<file path="src/rtl/play_ctrl_pkg.sv">
// Shared play-state encodings for the play controller, note player and display logic.
package play_ctrl_pkg;

  typedef enum logic [1:0] {
    ST_STOP  = 2'b00,
    ST_PLAY  = 2'b01,
    ST_PAUSE = 2'b10
  } play_state_e;

endpackage

</file>
<file path="src/rtl/btn_edge.sv">
// Rising-edge pulse detector for a debounced button level; one pulse per press.
module btn_edge (
  input  logic clk,
  input  logic rst,
  input  logic lvl_i,
  output logic pulse_o
);

  logic hist_q;

  always_ff @(posedge clk or posedge rst) begin
    if (rst) hist_q <= 1'b0;
    else     hist_q <= lvl_i;
  end

  // Combinational so the FSM acts on the same edge that sees the new level.
  assign pulse_o = lvl_i & ~hist_q;

endmodule

</file>
<file path="src/rtl/play_ctrl_fsm.sv">
// Play/pause/stop state and song index controller with prioritised button actions
// and a one-cycle restart pulse for the song reader and note player.
module play_ctrl_fsm
  import play_ctrl_pkg::*;
#(
  parameter  int NUM_SONGS = 4,
  localparam int SONG_W    = (NUM_SONGS > 1) ? $clog2(NUM_SONGS) : 1
) (
  input  logic              clk,
  input  logic              rst,
  input  logic              btn_play,
  input  logic              btn_stop,
  input  logic              btn_next,
  input  logic              btn_prev,
  input  logic              song_done,
  input  logic              repeat_all,
  output logic [1:0]        play_state,
  output logic [SONG_W-1:0] song_index,
  output logic              reset_player,
  output logic              playing
);

  localparam logic [SONG_W-1:0] LAST_IDX = SONG_W'(NUM_SONGS - 1);
  localparam logic [SONG_W-1:0] ONE_IDX  = SONG_W'(1);

  logic play_p, stop_p, next_p, prev_p;

  btn_edge u_edge_play (.clk(clk), .rst(rst), .lvl_i(btn_play), .pulse_o(play_p));
  btn_edge u_edge_stop (.clk(clk), .rst(rst), .lvl_i(btn_stop), .pulse_o(stop_p));
  btn_edge u_edge_next (.clk(clk), .rst(rst), .lvl_i(btn_next), .pulse_o(next_p));
  btn_edge u_edge_prev (.clk(clk), .rst(rst), .lvl_i(btn_prev), .pulse_o(prev_p));

  play_state_e       state_q, state_d;
  logic [SONG_W-1:0] idx_q, idx_d;
  logic              rp_q, rp_d;
  logic              playing_q;

  // One action per cycle: stop > next > prev > play > song_done; losers are dropped.
  always_comb begin
    state_d = state_q;
    idx_d   = idx_q;
    rp_d    = 1'b0;
    if (stop_p) begin
      state_d = ST_STOP;
      rp_d    = 1'b1;
    end else if (next_p) begin
      idx_d = (idx_q == LAST_IDX) ? '0 : idx_q + ONE_IDX;
      rp_d  = 1'b1;
    end else if (prev_p) begin
      idx_d = (idx_q == '0) ? LAST_IDX : idx_q - ONE_IDX;
      rp_d  = 1'b1;
    end else if (play_p) begin
      case (state_q)
        ST_STOP:  state_d = ST_PLAY;
        ST_PLAY:  state_d = ST_PAUSE;
        ST_PAUSE: state_d = ST_PLAY;
        default:  state_d = ST_STOP;
      endcase
    end else if (song_done && (state_q == ST_PLAY)) begin
      rp_d = 1'b1;
      if (idx_q == LAST_IDX) begin
        idx_d = '0;
        if (!repeat_all) state_d = ST_STOP;
      end else begin
        idx_d = idx_q + ONE_IDX;
      end
    end
  end

  always_ff @(posedge clk or posedge rst) begin
    if (rst) begin
      state_q   <= ST_STOP;
      idx_q     <= '0;
      rp_q      <= 1'b0;
      playing_q <= 1'b0;
    end else begin
      state_q   <= state_d;
      idx_q     <= idx_d;
      rp_q      <= rp_d;
      playing_q <= (state_d == ST_PLAY);
    end
  end

  assign play_state   = state_q;
  assign song_index   = idx_q;
  assign reset_player = rp_q;
  assign playing      = playing_q;

endmodule

</file>
<file path="config.mk">
export PLATFORM = sky130hd
export DESIGN_NAME = play_ctrl_fsm
export DESIGN_NICKNAME = d
export VERILOG_FILES = /design/src/rtl/play_ctrl_pkg.sv /design/src/rtl/btn_edge.sv /design/src/rtl/play_ctrl_fsm.sv
export SDC_FILE = /design/constraint.sdc
export NUM_CORES = 1
export LEC_CHECK = 0
export CORE_AREA = 2 2 39 41
export CTS_CLUSTER_SIZE = 10
export DETAILED_ROUTE_END_ITERATION = 10
export DIE_AREA = 0 0 41 43
export PLACE_DENSITY = 0.74
export SYNTH_ARGS = -nofsm -noshare
export SYNTH_HDL_FRONTEND = slang
export SYNTH_SLANG_ARGS = --single-unit
</file>
<file path="constraint.sdc">
create_clock -name clk -period 1.75 [get_ports clk]
set_input_delay 0.175 -clock clk [delete_from_list [all_inputs] [get_ports clk]]
set_output_delay 0.175 -clock clk [all_outputs]
set_load 0.05 [all_outputs]
</file>
=== Word level (Yosys, flattened, before mapping) ===
Index checks and enable logic that the tools add are counted.

* Register bits: 10
* Bits in latches: 0
* Memory bits (writable): 0
* Bits in read-only memories: 0
* Input bits: 8
* Memories kept: 0

* Add/sub/neg operators: 2
* $mul: 0
* Div/mod/pow operators: 0
* Order comparisons: 0
* Equality and inequality tests: 5
* Shifts and indexed selects: 0
* Multiplexer cells: 19
* Bitwise logic cells: 9
* Reduce and logical (&&, ||, !) cells: 6

{| class="wikitable"
|+ Operators by type and width
! operator !! count
|-
| $mux W2 || 13
|-
| $mux W1 || 5
|-
| $not A1 Y1 || 5
|-
| $and A1 B1 Y1 || 4
|-
| $eq A2 B1 Y1 const B || 2
|-
| $eq A2 B2 Y1 const B || 2
|-
| $logic_not A2 Y1 || 2
|-
| $pmux W2 S2 || 1
|-
| $ne A3 B1 Y1 const B || 1
|-
| $reduce_and A3 Y1 || 1
|-
| $reduce_bool A3 Y1 || 1
|-
| $add A2 B1 Y2 const B || 1
|-
| $reduce_or A2 Y1 || 1
|-
| $sub A2 B1 Y2 const B || 1
|-
| $logic_and A1 B1 Y1 || 1
|}

=== Longest topological paths before layout ===
Gate-level depths: netlist of run 1.

* Depth after elaboration: 8
* Mapped depth: 5
* Mapped depth without buffers: 5

=== Modules after synthesis ===
From an unflattened synthesis of run 1, not the netlist that was laid out.

* Cell total of the unflattened synthesis: 50
* Area, all modules: 551.8 um2

{| class="wikitable"
|+ Modules (own cells, without submodules)
! module !! instances !! cells an instance !! area an instance (um2)
|-
| play_ctrl_fsm || 1 || 38 || 381.6
|-
| btn_edge || 4 || 3 || 42.5
|}

=== Least setup slack after synthesis of run 1 ===
OpenSTA, ideal clock, no wires.

* Kind: flip-flop to flip-flop
* From: reg state_q[0], in the netlist play_state[0]
* To: reg idx_q[0], in the netlist song_index[0]
* Arrival time: 1.484 ns
* Path slack: 0.142 ns
* Cell stages (with the launch flop): 5
* Path buffers: 0
* Period minus slack after synthesis: 1.608 ns
* Path through: dfrtp_1 -> and3b_1 -> a211oi_2 -> or2_4 -> a211o_1

* Word-level cells in the longest chain between the ends: 4

{| class="wikitable"
|+ Ends and longest elaborated chain
! element !! RTL line !! RTL
|-
| from (decl) || play_ctrl_fsm.sv:33 || <nowiki>play_state_e state_q, state_d;</nowiki>
|-
| from (signal assigned) || play_ctrl_fsm.sv:77 || <nowiki>state_q <= state_d;</nowiki>
|-
| $eq A2 B1 Y1 || play_ctrl_fsm.sv:59 || <nowiki>end else if (song_done && (state_q == ST_PLAY)) begin</nowiki>
|-
| $logic_and A1 B1 Y1 || play_ctrl_fsm.sv:59 ||
|-
| $reduce_bool A3 Y1 (no line) || -- ||
|-
| $reduce_and A3 Y1 (no line) || -- ||
|-
| to (signal assigned) || play_ctrl_fsm.sv:78 || <nowiki>idx_q <= idx_d;</nowiki>
|-
| to (decl) || play_ctrl_fsm.sv:34 || <nowiki>logic [SONG_W-1:0] idx_q, idx_d;</nowiki>
|}

Every way passes these cells.
A chain may end at the register's enable or synchronous reset.

=== Worst setup path after layout of run 1 ===
* From: reg state_q[1], in the netlist play_state[1]
* To: out play_state[1]

{| class="wikitable"
|+ RTL lines
! element !! RTL line !! RTL
|-
| to (decl) || play_ctrl_fsm.sv:17 || <nowiki>output logic [1:0] play_state,</nowiki>
|}

No word-level cell between the ends.

==> results.cfg, run 1 <==
[outcome]
outcome = finished clean

[placement]
placement.io_buffers = 13
detailedPlacementHpwl_um = 675
weighted_congestion_at_the_end_of_routability_driven_global_placement = 0.745

[drt]
drt_iter0_markers = 12
detail_route.vias_per_cell = 4.78
detailedRoute.firstPassIterationCount = 4
drt.antenna.violating_nets = 0
drt-total-wl_um = 870
post_drt_wl_per_cell_um = 11.4
remaining_drc_errors = 0
via_count = 363

[clocking]
root_buffer = sky130_fd_sc_hd__clkbuf_4
clkSlewWorstSetupHoldPaths_ps = 70
numClockSinks = 10
cts_made_buffers = 3
postCtsSetupBuffers = 0
post_cts_resized = 0
tritoncts = built
h-tree-depth = 1
insertion_delay_ps = 260
holdBufCountCts = 0
cts_max_path_buffers = 2

[critical_path]
rrSetupSlack_ps = 370
r2r_cells = 4
end_kind = output pin
criticalPathCategory = reg -> out
timing.critical_path.cells = clkdlybuf4s50_1
critical_path.max_fanout = 5
startpoint_type = register
cp-endpoint = play_state[1]
beginning_of_the_critical_path = play_state[1]
crit-reg2reg-capture = song_index[0]
cpPeakStageDelay_ps = 820
crit-reg2reg-launch = play_state[1]
cp_data_required_time_ps = 1570
critical_path_cell_count = 1
endpoint_arrival_time_on_the_critical_path_ps = 1460
crit_slowest_cell = sky130_fd_sc_hd__clkdlybuf4s50_1
timing.critical_path.buf_inv = 1
family_with_the_most_delay_on_the_worst_path = buffers and inverters

[logic_synthesis]
synthesized_nets = 53
synth.yosys.warnings = 0
sequential_share_of_the_synthesized_area_pct = 48.7
syn_avg_cell_area_um2 = 12.0
count_of_state_elements_after_synthesis = 10
postSynthCellCount = 43
syn-cell-area_um2 = 514
number_of_distinct_standard_cells_referenced_by_the_synthesized_netlist = 22

[timing]
slew-limit-headroom_pct = 67.2
rsz_0062_raised_after_global_routing = false
tightest_slew_ps = 491
max_freq_mhz = 610
fin_crit_ps = 1640
skew_ps = 5.02
setup_total_negative_slack_ps = 0
worst_hold_slack_ps = 191
hold_violations = 0
min_period_over_period_pct = 93.7
drv_slew = 0
final_number_of_setup_violating_endpoints = 0

[grt]
grt_pass1_wl_um = 1420
use_met1_pct = 18.5
via_count_of_the_first_global_routing_pass = 318
globalRouteOverflowTotal = 0
grt_start_max_net_pins = 11
use_met2_pct = 14.1
gr-usage-met3_pct = 3.14
gr-usage-all-layers_pct = 12.7
initial_antenna_violation_count = 0
gr-max-usage-layer = met1

[finish]
post_route_cells_drive_above_1_share_pct = 21.7
fillerInstances = 139
fin_nets = 71
n_antenna_cell = 0
area_growth_syn_to_fin_pct = 35.3

[floorplanning]
rows = 14
chipWidth_um = 41
die-area_mm2 = 0.00176
die_h_um = 43
core_mm2 = 0.00138
io_pins = 14
starting_density_pct = 37.2

[power_and_ir_drop]
power_density_mw_per_mm2 = 1260
total_leakage_power_nw = 0.317
report.power.total_w = 0.000875
ir_worst_vdd_uv = 778

[run]
cap_violations = 0

[hold_path]
worstHoldPathType = in -> async
## power breakdown
group          switching [W]  internal [W]  total, W
Sequential         0.0000382      0.000272  0.000310
Clock              0.0000741      0.000126  0.000200
Combinational       0.000219      0.000146  0.000365
## how the worst min path moves through the flow
stage	end	slack (ps)	depth (start not counted)
after floorplan	play_state[0]	20	1
after global placement	u_edge_next.hist_q	480	2
after detailed placement	reset_player	480	2
after CTS	u_edge_prev.hist_q	200	2
after global routing	song_index[0]	230	2
final	u_edge_prev.hist_q	190	2
## cell usage after synthesis
library cell / instances / area (um^2)
sky130_fd_sc_hd__a2111oi_1: 1 / 10.0
sky130_fd_sc_hd__a211o_1: 1 / 8.76
sky130_fd_sc_hd__a211oi_2: 1 / 12.5
sky130_fd_sc_hd__a311oi_1: 1 / 8.76
sky130_fd_sc_hd__a31oi_1: 1 / 6.26
sky130_fd_sc_hd__and2b_1: 2 / 15.0
sky130_fd_sc_hd__and3b_1: 1 / 8.76
sky130_fd_sc_hd__dfrtp_1: 10 / 250
sky130_fd_sc_hd__ha_1: 2 / 25.0
sky130_fd_sc_hd__inv_1: 3 / 11.3
sky130_fd_sc_hd__mux2i_1: 2 / 20.0
sky130_fd_sc_hd__nand2_1: 2 / 7.51
sky130_fd_sc_hd__nand2b_1: 2 / 12.5
sky130_fd_sc_hd__nand2b_4: 2 / 27.5
sky130_fd_sc_hd__nor2_1: 4 / 15.0
sky130_fd_sc_hd__nor2b_4: 2 / 27.5
sky130_fd_sc_hd__nor3_2: 1 / 10.0
sky130_fd_sc_hd__o211ai_1: 1 / 7.51
sky130_fd_sc_hd__o21ai_0: 1 / 5.00
sky130_fd_sc_hd__o31ai_1: 1 / 7.51
sky130_fd_sc_hd__or2_4: 1 / 8.76
sky130_fd_sc_hd__xor2_1: 1 / 8.76
## logic make-up after synthesis
logic type | count (synthesis) | share of synthesized area (%)
AOI/OAI and AO/OA | 8 | 12.9
and+or+nand+nor | 17 | 25.8
xor gates and xnor gates | 1 | 1.70
DFF | 10 | 48.7
adders and majority gates | 2 | 4.87
buffers and inverters | 3 | 2.19
muxes | 2 | 3.89
## sequential cells by signal, indices dropped and copies added (netlist names)
register,cells
play_state,2
playing,1
reset_player,1
song_index,2
u_edge_next.hist_q,1
u_edge_play.hist_q,1
u_edge_prev.hist_q,1
u_edge_stop.hist_q,1
## layer usage
metal,wire length (um),vias up
met5,0,-
met4,29,0
met3,48,2
met2,370,10
met1,422,164
li1,-,187
## cell type report
type / count / area, um^2 / share of cell area, %
Timing Repair Buffer: 13 / 125 / 18.0
Multi-Input combinational cell: 30 / 253 / 36.3
Clock buffer: 4 / 36.3 / 5.22
Tap cell: 16 / 20.0 / 2.88
Sequential cell: 10 / 250 / 36.0
Inverter: 3 / 11.3 / 1.62
## stage by stage
step	instance area (um^2)	utilization (%)	setup WS (ps)	instances
after global routing	696	50.3	51.7	76
final	696	50.3	111	76
after CTS	696	50.3	94.8	76
after detailed placement	659	47.6	113	72
after floorplan	514	-	142	43
after global placement	659	47.6	156	72
## layout by cell type (no fill, tap or decap), types with 2 or more instances in the layout
cell type,count
sky130_fd_sc_hd__and2b_1,2
sky130_fd_sc_hd__mux2i_1,2
sky130_fd_sc_hd__nand2b_4,2
sky130_fd_sc_hd__nand2_1,2
sky130_fd_sc_hd__buf_4,2
sky130_fd_sc_hd__clkbuf_4,3
sky130_fd_sc_hd__ha_1,2
sky130_fd_sc_hd__dfrtp_1,10
sky130_fd_sc_hd__nor2b_4,2
sky130_fd_sc_hd__clkdlybuf4s50_1,11
sky130_fd_sc_hd__nor2_1,4
sky130_fd_sc_hd__nand2b_1,2
sky130_fd_sc_hd__inv_1,3
(Power assumes the default switching activity.)
==> run 2: changes to the inputs <==
- CTS_CLUSTER_SIZE: 10 -> 25
- SLEW_MARGIN: not set -> 20
==> results of run 2 <==
No change in the layout: final DEF, timing and power equal those of run 1.
==> run 3: changes to the inputs <==
- CELL_PAD_IN_SITES_DETAIL_PLACEMENT: not set -> 2
- CELL_PAD_IN_SITES_GLOBAL_PLACEMENT: not set -> 2
- CORE_AREA: 2 2 39 41 -> not set
- CORE_ASPECT_RATIO: not set -> 1.4
- CORE_MARGIN: not set -> 2
- CORE_UTILIZATION: not set -> 28
- DIE_AREA: 0 0 41 43 -> not set
- PLACE_DENSITY: 0.74 -> 0.81
==> results.cfg, run 3 (same netlist as run 1, synthesis figures left out) <==
[outcome]
outcome = finished clean

[clocking]
root_buffer = sky130_fd_sc_hd__clkbuf_4
clkSlewWorstSetupHoldPaths_ps = 60
holdBufCountCts = 0
postCtsSetupBuffers = 0
numClockSinks = 10
cts_made_buffers = 3
post_cts_resized = 0
tritoncts = built
cts_max_path_buffers = 2
insertion_delay_ps = 260
h-tree-depth = 1

[run]
cap_violations = 0

[floorplanning]
core_mm2 = 0.00176
rows = 18
die_h_um = 54.7
io_pins = 14
die-area_mm2 = 0.00220
starting_density_pct = 29.3
chipWidth_um = 40.2

[timing]
postLayoutSetupSlackWorst_ps = 82.5
final_number_of_setup_violating_endpoints = 0
hold_violations = 0
drv_slew = 0
max_freq_mhz = 600
slew-limit-headroom_pct = 67.0
min_period_over_period_pct = 95.3
skew_ps = 4.05
fin_crit_ps = 1670
tightest_slew_ps = 493
rsz_0062_raised_after_global_routing = false
setup_total_negative_slack_ps = 0

[critical_path]
timing.critical_path.buf_inv = 1
end_kind = output pin
critical_path_cell_count = 1
endpoint_arrival_time_on_the_critical_path_ps = 1490
rrSetupSlack_ps = 370
crit-reg2reg-launch = play_state[1]
cp-endpoint = play_state[1]
startpoint_type = register
criticalPathCategory = reg -> out
r2r_cells = 4
crit-reg2reg-capture = song_index[0]
critical_path.max_fanout = 5
family_with_the_most_delay_on_the_worst_path = buffers and inverters
timing.critical_path.cells = clkdlybuf4s50_1
cpPeakStageDelay_ps = 830
crit_slowest_cell = sky130_fd_sc_hd__clkdlybuf4s50_1
beginning_of_the_critical_path = play_state[1]
cp_data_required_time_ps = 1570

[power_and_ir_drop]
power_density_mw_per_mm2 = 1280
ir_worst_vdd_uv = 546
total_leakage_power_nw = 0.317
report.power.total_w = 0.000894

[drt]
post_drt_wl_per_cell_um = 13.1
detailedRoute.firstPassIterationCount = 2
drt_iter0_markers = 1
drt-total-wl_um = 1050
detail_route.vias_per_cell = 4.89
remaining_drc_errors = 0
via_count = 391
drt.antenna.violating_nets = 0

[finish]
n_antenna_cell = 0
fillerInstances = 195
stdcell_area_um2 = 701
area_of_all_sequential_standard_cells_um2 = 250
most-common-layout-cells = 11 x sky130_fd_sc_hd__clkdlybuf4s50_1, 10 x sky130_fd_sc_hd__dfrtp_1, 4 x sky130_fd_sc_hd__nor2_1
post_route_cells_drive_above_1_share_pct = 21.7
multiInputGateArea_um2 = 253
utilization_pct = 39.9
area_growth_syn_to_fin_pct = 36.3
final_common_cell = sky130_fd_sc_hd__clkdlybuf4s50_1
fin_nets = 71

[placement]
placement.io_buffers = 13
placement.setup.worst_slack_ps = 115
detailedPlacementHpwl_um = 859
weighted_congestion_at_the_end_of_routability_driven_global_placement = 0.699
post_dp_cell_area_um2 = 664

[grt]
grt_pass1_wl_um = 1790
grt_start_max_net_pins = 11
initial_antenna_violation_count = 0
gr-usage-all-layers_pct = 12.8
via_count_of_the_first_global_routing_pass = 385
globalRouteOverflowTotal = 0

[hold_path]
worstHoldPathType = in -> async
## run 3: layout make-up
type | count | area share, %
Clock buffer | 4 | 5.18
Timing Repair Buffer | 13 | 17.9
Sequential cell | 10 | 35.7
Tap cell | 20 | 3.57
Multi-Input combinational cell | 30 | 36.1
Inverter | 3 | 1.61
## run 3: per-stage QoR
| stage | std cells | hold slack [ps] |
|---|---|---|
| 3_5_place_dp | 76 | 479 |
| 2_1_floorplan | 43 | 15.2 |
| 4_1_cts | 80 | 191 |
| 5_1_grt | 80 | 225 |
| 3_3_place_gp | 76 | 483 |
| 6_report | 80 | 176 |
## run 3: worst min path at each step
stage / startpoint / cells past startpoint / slack, ps / end
after floorplan: rst / 1 / 20 / play_state[0]
after global placement: rst / 2 / 480 / u_edge_next.hist_q
after detailed placement: rst / 2 / 480 / u_edge_next.hist_q
after CTS: rst / 2 / 190 / song_index[0]
after global routing: rst / 2 / 220 / u_edge_next.hist_q
final: rst / 2 / 180 / song_index[0]
## run 3: report_power, final
part | internal, W | total (W) | switching (W) | leakage [nW]
clock network | 0.000126 | 0.000204 | 0.0000778 | 0.0210
registers | 0.000272 | 0.000312 | 0.0000401 | 0.121
logic | 0.000148 | 0.000378 | 0.000230 | 0.175
## run 3: routing by layer
layer | track usage, % | share of wire, %
met5 | 0 | 0
met1 | 15.5 | 42
met4 | 8.33 | 3.2
met3 | 3.66 | 3.6
met2 | 19.1 | 52
